[src/rtl/bus_arbiter.sv]
// Round-robin arbiter for a shared 16-bit tristate bus: one grantee at a time,
// bounded hold time, and guaranteed idle turnaround between owners.
//
//   state | meaning
//   IDLE  | bus free; arbitrate among active requests
//   SETUP | grant asserted, drivers still off (one cycle)
//   DRIVE | grantee drives the bus; hold counter running
//   TURN  | all drivers off for TURN_CYC cycles before next arbitration
module bus_arbiter #(
  parameter int N_SRC    = 4,
  parameter int MAX_HOLD = 16,
  parameter int TURN_CYC = 1
) (
  input  logic             clk,
  input  logic             rst,
  input  logic [N_SRC-1:0] req,
  output logic [N_SRC-1:0] gnt,
  output logic [N_SRC-1:0] T,
  output logic [1:0]       owner,
  output logic             busy,
  output logic             timeout
);

  typedef enum logic [1:0] {IDLE, SETUP, DRIVE, TURN} state_t;

  state_t             state, state_nxt;
  logic [1:0]         last_owner, last_nxt;
  logic [1:0]         owner_nxt;
  logic [7:0]         hold_cnt, hold_nxt;
  logic [2:0]         turn_cnt, turn_nxt;
  logic [N_SRC-1:0]   gnt_nxt, t_nxt;
  logic               busy_nxt, timeout_nxt;
  logic [1:0]         pick, idx;
  logic               found;

  // Search starts just above the previous owner, so it ends up lowest priority.
  always_comb begin
    pick  = last_owner;
    idx   = last_owner;
    found = 1'b0;
    for (int i = 1; i <= N_SRC; i++) begin
      idx = last_owner + 2'(i);
      if (!found && req[idx]) begin
        pick  = idx;
        found = 1'b1;
      end
    end
  end

  always_comb begin
    state_nxt   = state;
    owner_nxt   = owner;
    last_nxt    = last_owner;
    hold_nxt    = hold_cnt;
    turn_nxt    = turn_cnt;
    timeout_nxt = 1'b0;
    case (state)
      IDLE: begin
        if (found) begin
          owner_nxt = pick;
          last_nxt  = pick;
          state_nxt = SETUP;
        end
      end
      SETUP: begin
        if (req[owner]) begin
          hold_nxt  = 8'd0;
          state_nxt = DRIVE;
        end else begin
          turn_nxt  = 3'(TURN_CYC - 1);
          state_nxt = TURN;
        end
      end
      DRIVE: begin
        // A release coinciding with the hold limit counts as a normal release.
        if (!req[owner]) begin
          turn_nxt  = 3'(TURN_CYC - 1);
          state_nxt = TURN;
        end else if (hold_cnt == 8'(MAX_HOLD - 1)) begin
          turn_nxt    = 3'(TURN_CYC - 1);
          timeout_nxt = 1'b1;
          state_nxt   = TURN;
        end else begin
          hold_nxt = hold_cnt + 8'd1;
        end
      end
      TURN: begin
        if (turn_cnt == 3'd0) state_nxt = IDLE;
        else                  turn_nxt  = turn_cnt - 3'd1;
      end
      default: state_nxt = IDLE;
    endcase

    gnt_nxt  = '0;
    t_nxt    = '0;
    if (state_nxt == SETUP || state_nxt == DRIVE)
      gnt_nxt = N_SRC'(1) << owner_nxt;
    if (state_nxt == DRIVE)
      t_nxt = N_SRC'(1) << owner_nxt;
    busy_nxt = (state_nxt != IDLE);
  end

  always_ff @(posedge clk or posedge rst) begin
    if (rst) begin
      state      <= IDLE;
      last_owner <= 2'd3;
      owner      <= 2'd0;
      hold_cnt   <= 8'd0;
      turn_cnt   <= 3'd0;
      gnt        <= '0;
      T          <= '0;
      busy       <= 1'b0;
      timeout    <= 1'b0;
    end else begin
      state      <= state_nxt;
      last_owner <= last_nxt;
      owner      <= owner_nxt;
      hold_cnt   <= hold_nxt;
      turn_cnt   <= turn_nxt;
      gnt        <= gnt_nxt;
      T          <= t_nxt;
      busy       <= busy_nxt;
      timeout    <= timeout_nxt;
    end
  end

endmodule

[config.mk]
export PLATFORM = sky130hd
export DESIGN_NAME = bus_arbiter
export DESIGN_NICKNAME = d
export VERILOG_FILES = /design/src/rtl/bus_arbiter.sv
export SDC_FILE = /design/constraint.sdc
export NUM_CORES = 1
export LEC_CHECK = 0
export ABC_CLOCK_PERIOD_IN_PS = 2600
export CELL_PAD_IN_SITES_DETAIL_PLACEMENT = 1
export CELL_PAD_IN_SITES_GLOBAL_PLACEMENT = 2
export CORE_ASPECT_RATIO = 0.6
export CORE_MARGIN = 4
export CORE_UTILIZATION = 34
export DETAILED_ROUTE_END_ITERATION = 10
export PLACE_DENSITY = 0.8
export SETUP_SLACK_MARGIN = 0.05
export SLEW_MARGIN = 20
export SYNTH_ARGS = -nofsm -noshare
export SYNTH_HDL_FRONTEND = slang
export SYNTH_SLANG_ARGS = --single-unit
export TNS_END_PERCENT = 10
[constraint.sdc]
create_clock -name clk -period 2.6 [get_ports clk]
set_input_delay 0.52 -clock clk [delete_from_list [all_inputs] [get_ports clk]]
set_output_delay 0.52 -clock clk [all_outputs]
set_load 0.03 [all_outputs]
== Yosys cells after proc, flatten, opt, wreduce, memory -nomap -nowiden ==
Cells that the tools add are included.

* Register bits: 27
* Input bits: 6
* Logic and storage cells: 87
* Output and inout bits: 12

* Shifts and indexed selects: 1
* $lt $le $gt $ge: 5
* Eq/ne operators: 12
* Reduce and logical (&&, ||, !) cells: 15
* Multiplexer cells: 40
* $add $sub $neg: 5

{| class="wikitable"
|+ Operators with widths
! cell !! count
|-
| $mux W8 || 3
|-
| $mux W2 || 10
|-
| $pmux W8 S2 || 1
|-
| $lt A2 B3 Y1 const B || 5
|-
| $mux W1 || 13
|-
| $mux W3 || 4
|-
| $bmux W1 S2 || 5
|-
| $ne A2 B2 Y1 const B || 5
|-
| $pmux W3 S3 || 1
|-
| $add A8 B1 Y8 const B || 1
|-
| $eq A8 B4 Y1 const B || 1
|-
| $mux W4 || 2
|-
| $pmux W2 S4 || 1
|-
| $reduce_and A4 Y1 || 2
|-
| $eq A2 B2 Y1 const B || 3
|-
| $add A2 B2 Y2 const B || 2
|-
| $eq A2 B1 Y1 const B || 2
|-
| $reduce_bool A2 Y1 || 2
|-
| $shl A1 B2 Y4 const A || 1
|-
| $logic_and A1 B1 Y1 || 3
|-
| $logic_not A1 Y1 || 3
|-
| $logic_not A3 Y1 || 1
|-
| $ne A3 B3 Y1 const B || 1
|-
| $reduce_bool A3 Y1 || 1
|-
| other kinds (5) || 5
|}

== Depth between registers and ports, before layout ==
* Depth in word-level cells: 18
* Depth in mapped cells: 9
* Gate-level depth less buffers: 9

== Worst setup path after synthesis ==
No wires, ideal clock.

* Path kind: register -> register
* Start: register owner[0]
* End: register T[1]
* Arrival: 2.140 ns
* Data required time: 2.514 ns
* Path slack: 0.373 ns
* Stages on the path, launching flop included: 9
* Clock period less this slack: 2.227 ns
* Setup time: 0.086 ns
* Path buffers: 1
* Path through: dfrtp_1 > mux4_2 > clkbuf_1 > nand4_1 > a21oi_1 > ha_1 > inv_1 > or2_2 > nor3_1

* Cells in the longest elaborated chain, start to end: 6
* Elaborated cells on any way between the ends: 10
* Classes of those cells: 1 x eq/ne; 1 x shift; 8 x mux

{| class="wikitable"
|+ RTL lines
! item !! RTL line !! RTL
|-
| start, declared || 19 || <nowiki>output logic [1:0] owner,</nowiki>
|-
| start signal, assigned || 117 || <nowiki>owner <= owner_nxt;</nowiki>
|-
| $bmux W1 S2 || 66, 76 ||
|-
| $mux W1 (implied by the code) || 66, 76 ||
|-
| $mux W2 or $mux W1 (tied branches) || 76, 66 ||
|-
| $pmux W2 S4 || 57 || <nowiki>case (state)</nowiki>
|-
| $eq A2 B2 Y1 || 98 || <nowiki>if (state_nxt == DRIVE)</nowiki>
|-
| $mux W4 * || 98 ||
|-
| named net t_nxt[1] || 31 || <nowiki>logic [N_SRC-1:0] gnt_nxt, t_nxt;</nowiki>
|-
| end signal, assigned || 121 || <nowiki>T <= t_nxt;</nowiki>
|-
| end, declared || 18 || <nowiki>output logic [N_SRC-1:0] T,</nowiki>
|}

Mark *: on every way through the listed nets, which the timed path passes. The rest lies on a longest branch. The select of a mux whose other input is x is not followed.
A chain may end at the register's enable or synchronous reset.

== Final worst setup path ==
* Start: input req[0]
* End: register T[1]

* Cells in the longest elaborated chain, start to end: 16
* Elaborated cells on any way between the ends: 33
* Classes of those cells: 1 x eq/ne; 1 x shift; 25 x mux; 6 x reduce/logical

{| class="wikitable"
|+ RTL lines
! item !! RTL line !! RTL
|-
| start, declared || 16 || <nowiki>input logic [N_SRC-1:0] req,</nowiki>
|-
| $bmux W1 S2 || 43 || <nowiki>if (!found && req[idx]) begin</nowiki>
|-
| $mux W1 (implied by the code) || 43 ||
|-
| $mux W1 || 43 ||
|-
| $logic_not A1 Y1 || 43 ||
|-
| $logic_and A1 B1 Y1 || 43 ||
|-
| $mux W1 || 43 ||
|-
| $logic_not A1 Y1 || 43 ||
|-
| $logic_and A1 B1 Y1 || 43 ||
|-
| $mux W1 || 43 ||
|-
| $logic_not A1 Y1 || 43 ||
|-
| $logic_and A1 B1 Y1 || 43 ||
|-
| $mux W1 or $mux W2 (tied branches) || 43 ||
|-
| $mux W2 || 59 || <nowiki>if (found) begin</nowiki>
|-
| $pmux W2 S4 or $mux W2 (tied branches) || 57 ||
|-
| $eq A2 B2 Y1 or $shl A1 B2 Y4 (tied branches) || 98, 99 ||
|-
| $mux W4 * || 98 ||
|-
| named net t_nxt[1] || 31 ||
|}

Marked as above.

==> impl_metrics.tcl <==
set metrics [dict create \
    status "finished clean" \
    rsz0062_at_grt "no" \
    period_share_pct 88.02 \
    drc 0 \
    cts_max_level 1 \
    final_max_slew_viol_count 0 \
    grt_pass1_vias 1322 \
    grt_pass1_wl_um 6955 \
    post-cts-setup-buffers 0 \
    io_pins 18 \
    wirelength_um 4046 \
    ant_nets 0 \
    yosysUniqueCellTypes 44 \
    max_cap_violations 0 \
    dp_slack_ns 0.009291 \
    multi_input_area_sq_um 726.9 \
    grt_max_degree 28 \
    clock-sinks 27 \
    clk_pin_slew_worst_paths_ns 0.10 \
    worstMarginPinSlew_ns 0.4775 \
    dr.pass1.iters 4 \
    dp.cells 241 \
    p_per_area_nw_per_um2 1149 \
    die_w_um 92.93 \
    seq_area_sq_um 678.2 \
    finalHoldViolCount 0 \
    fillers 501 \
    clock_path_buffers 2 \
    critPathLaunchType "primary input" \
    insertion_delay_ns 0.28 \
    cp.required_ns 2.80 \
    cp-end-kind "flop" \
    worstHoldPathType "flop to flop" \
    hold_ws_ns 0.5132 \
    die_h_um 58.96 \
    ctsHoldBuffers 0 \
    dieArea_sq_um 5479 \
    fin_skew_ns 0.01091 \
    r2r_slack_ns 0.38 \
    wl_per_cell_um 16.51 \
    fin_setup_tns_ns 0 \
    n_antenna_cell 0 \
    ctsRootBufferMaster "clkbuf_8" \
    final_cells 245 \
    nets 197 \
    io_buffers 17 \
    max_freq_ghz 0.4369 \
    syn-num-nets 169 \
    via_per_inst 5.384 \
    slew_headroom_pct 67.87 \
    fp-row-count 18 \
    seq_area_frac_synth_pct 46.09 \
    setup_slack_ns 0.3114 \
    via_count 1319 \
    leakage_nw 0.7735 \
    worstPathArrival_ns 2.49 \
    coreArea_sq_um 4144 \
    synthCells 158 \
    overflow 0 \
    avgSynthCellArea_sq_um 9.313 \
    ys.flop_type "dfrtp_1" \
    dp_hpwl_um 3088 \
    peakVddDrop_mv 0.3822 \
    synth-edff-count 0 \
    syn_area_sq_um 1471 \
    syn_to_final_growth_pct 24.15 \
    cts_buffers 3 \
    synthArstFlopShare_pct 100.0 \
    yosys_warnings 0 \
    fin_area_sq_um 1827 \
    drive_gt1_share_pct 12.97 \
    tritoncts "built" \
    start_util_pct 35.51 \
    critPathKind "primary input to flop" \
    fin_crit_ns 2.289 \
    antenna_found_initial 0 \
    gp_congestion 0.8462 \
    critPathMaxFanout 6 \
    setup_viol 0 \
    placed_cell_area_sq_um 1778 \
    ys_seq_elements 27 \
    drtIter0Drc 85 \
    postCtsResizedCells 0 \
    grt_util_all_layers_pct 16.22 \
]
## logic make-up (layout without fill, tap and decap cells)
| group | Yosys count | count (layout) | share of synthesized area, % |
|---|---|---|---|
| flip-flops | 27 | 27 | 46.09 |
| AND/OR/NAND/NOR | 70 | 70 | 25.60 |
| multiplexers | 3 | 3 | 3.146 |
| XOR/XNOR | 1 | 1 | 0.5953 |
| adder cells (fa/ha/maj) | 5 | 5 | 4.252 |
| AO/OA/AOI/OAI | 35 | 35 | 15.82 |
| buffers and inverters | 17 | 44 | 4.507 |
## area by class of cell
class	count	area share, %
timing repair buffer	28	13.84
tap	60	4.110
clock buffer	3	2.260
inverter	12	2.466
multi-input combinational	114	39.79
sequential	27	37.12
clock inverter	1	0.4110
## power by group
group	leakage (nW)	switching (W)	internal (W)
clock network	0.0217	0.000140	0.000109
logic	0.407	0.000683	0.000452
registers	0.345	0.000143	0.000571
## through the flow
| step | util, % | total power [W] |
|---|---|---|
| 3_5_place_dp | 42.90 | 0.001861 |
| 5_1_grt | 44.08 | 0.002273 |
| 6_report | 44.08 | 0.002098 |
| 4_1_cts | 44.08 | 0.002118 |
| 3_3_place_gp | 42.90 | 0.001798 |
| 2_1_floorplan | - | 0.001413 |
## state kept, by name, summed over array words and instances, names as in the netlist
name and count:
busy 1, timeout 1, last_owner 2, turn_cnt 3
owner 2, hold_cnt 8, state 2, gnt 4
T 4
## Yosys cell counts, types with 2 or more instances
master | count | share of area, %
and4_1 | 2 | 1.2
dfrtp_1 | 25 | 43
inv_1 | 12 | 3.1
a31oi_1 | 4 | 1.7
nor3b_1 | 2 | 1.0
o21ai_0 | 9 | 3.1
nand3_1 | 4 | 1.4
nand2_1 | 16 | 4.1
nand2b_1 | 3 | 1.3
o311ai_0 | 2 | 1.2
dfstp_2 | 2 | 3.6
a21oi_1 | 7 | 2.4
nor2_1 | 13 | 3.3
o31ai_1 | 2 | 1.0
and4b_1 | 2 | 1.4
nand4_1 | 2 | 0.85
nor3_1 | 13 | 4.4
and3_1 | 2 | 0.85
o22ai_1 | 2 | 0.85
clkbuf_1 | 3 | 0.77
buf_2 | 2 | 0.68
o2bb2ai_1 | 2 | 1.2
or3_1 | 2 | 0.85
ha_1 | 5 | 4.3
## final timing paths
| kind | start | end | cells past startpoint |
|---|---|---|---|
| max | req[0] | T[1] | 8 |
| min | turn_cnt[1] | turn_cnt[1] | 2 |
| max reg2reg | hold_cnt[0] | T[1] | 9 |
| min reg2reg | turn_cnt[1] | turn_cnt[1] | 2 |
| max in group asynchronous | rst | last_owner[1] | 3 |
| min in group asynchronous | rst | T[1] | 3 |
## routing by layer
metal	global-route usage (%)	part of all wire (%)	up-vias
li1	-	-	629
met1	24.62	51	644
met2	24.56	44	44
met3	3.448	4.7	2
met4	1.879	0.44	0
met5	0	0	-
## worst max-delay path: stages
cell and delay [ns]:
clkdlybuf4s50_1 0.50, nor4_1 0.46, nor2_1 0.10, a21oi_1 0.19, ha_1 0.22, inv_1 0.05, or2_2 0.30, nor3_1 0.14
## layout by cell type, fill, tap and decap left out, types with 2 or more instances in the layout
master           count
and4b_1              2
and4_1               2
nand3_1              4
nand2_1             16
a31oi_1              4
o31ai_1              2
nor3b_1              2
clkbuf_8             3
o2bb2ai_1            2
nand4_1              2
dfstp_2              2
o21ai_0              9
clkdlybuf4s50_1     17
inv_1               12
a21oi_1              7
o311ai_0             2
or3_1                2
nor3_1              13
nor2_1              13
nand2b_1             3
and3_1               2
dfrtp_1             25
ha_1                 5
o22ai_1              2
buf_4               11
(Power assumes the default switching activity.)
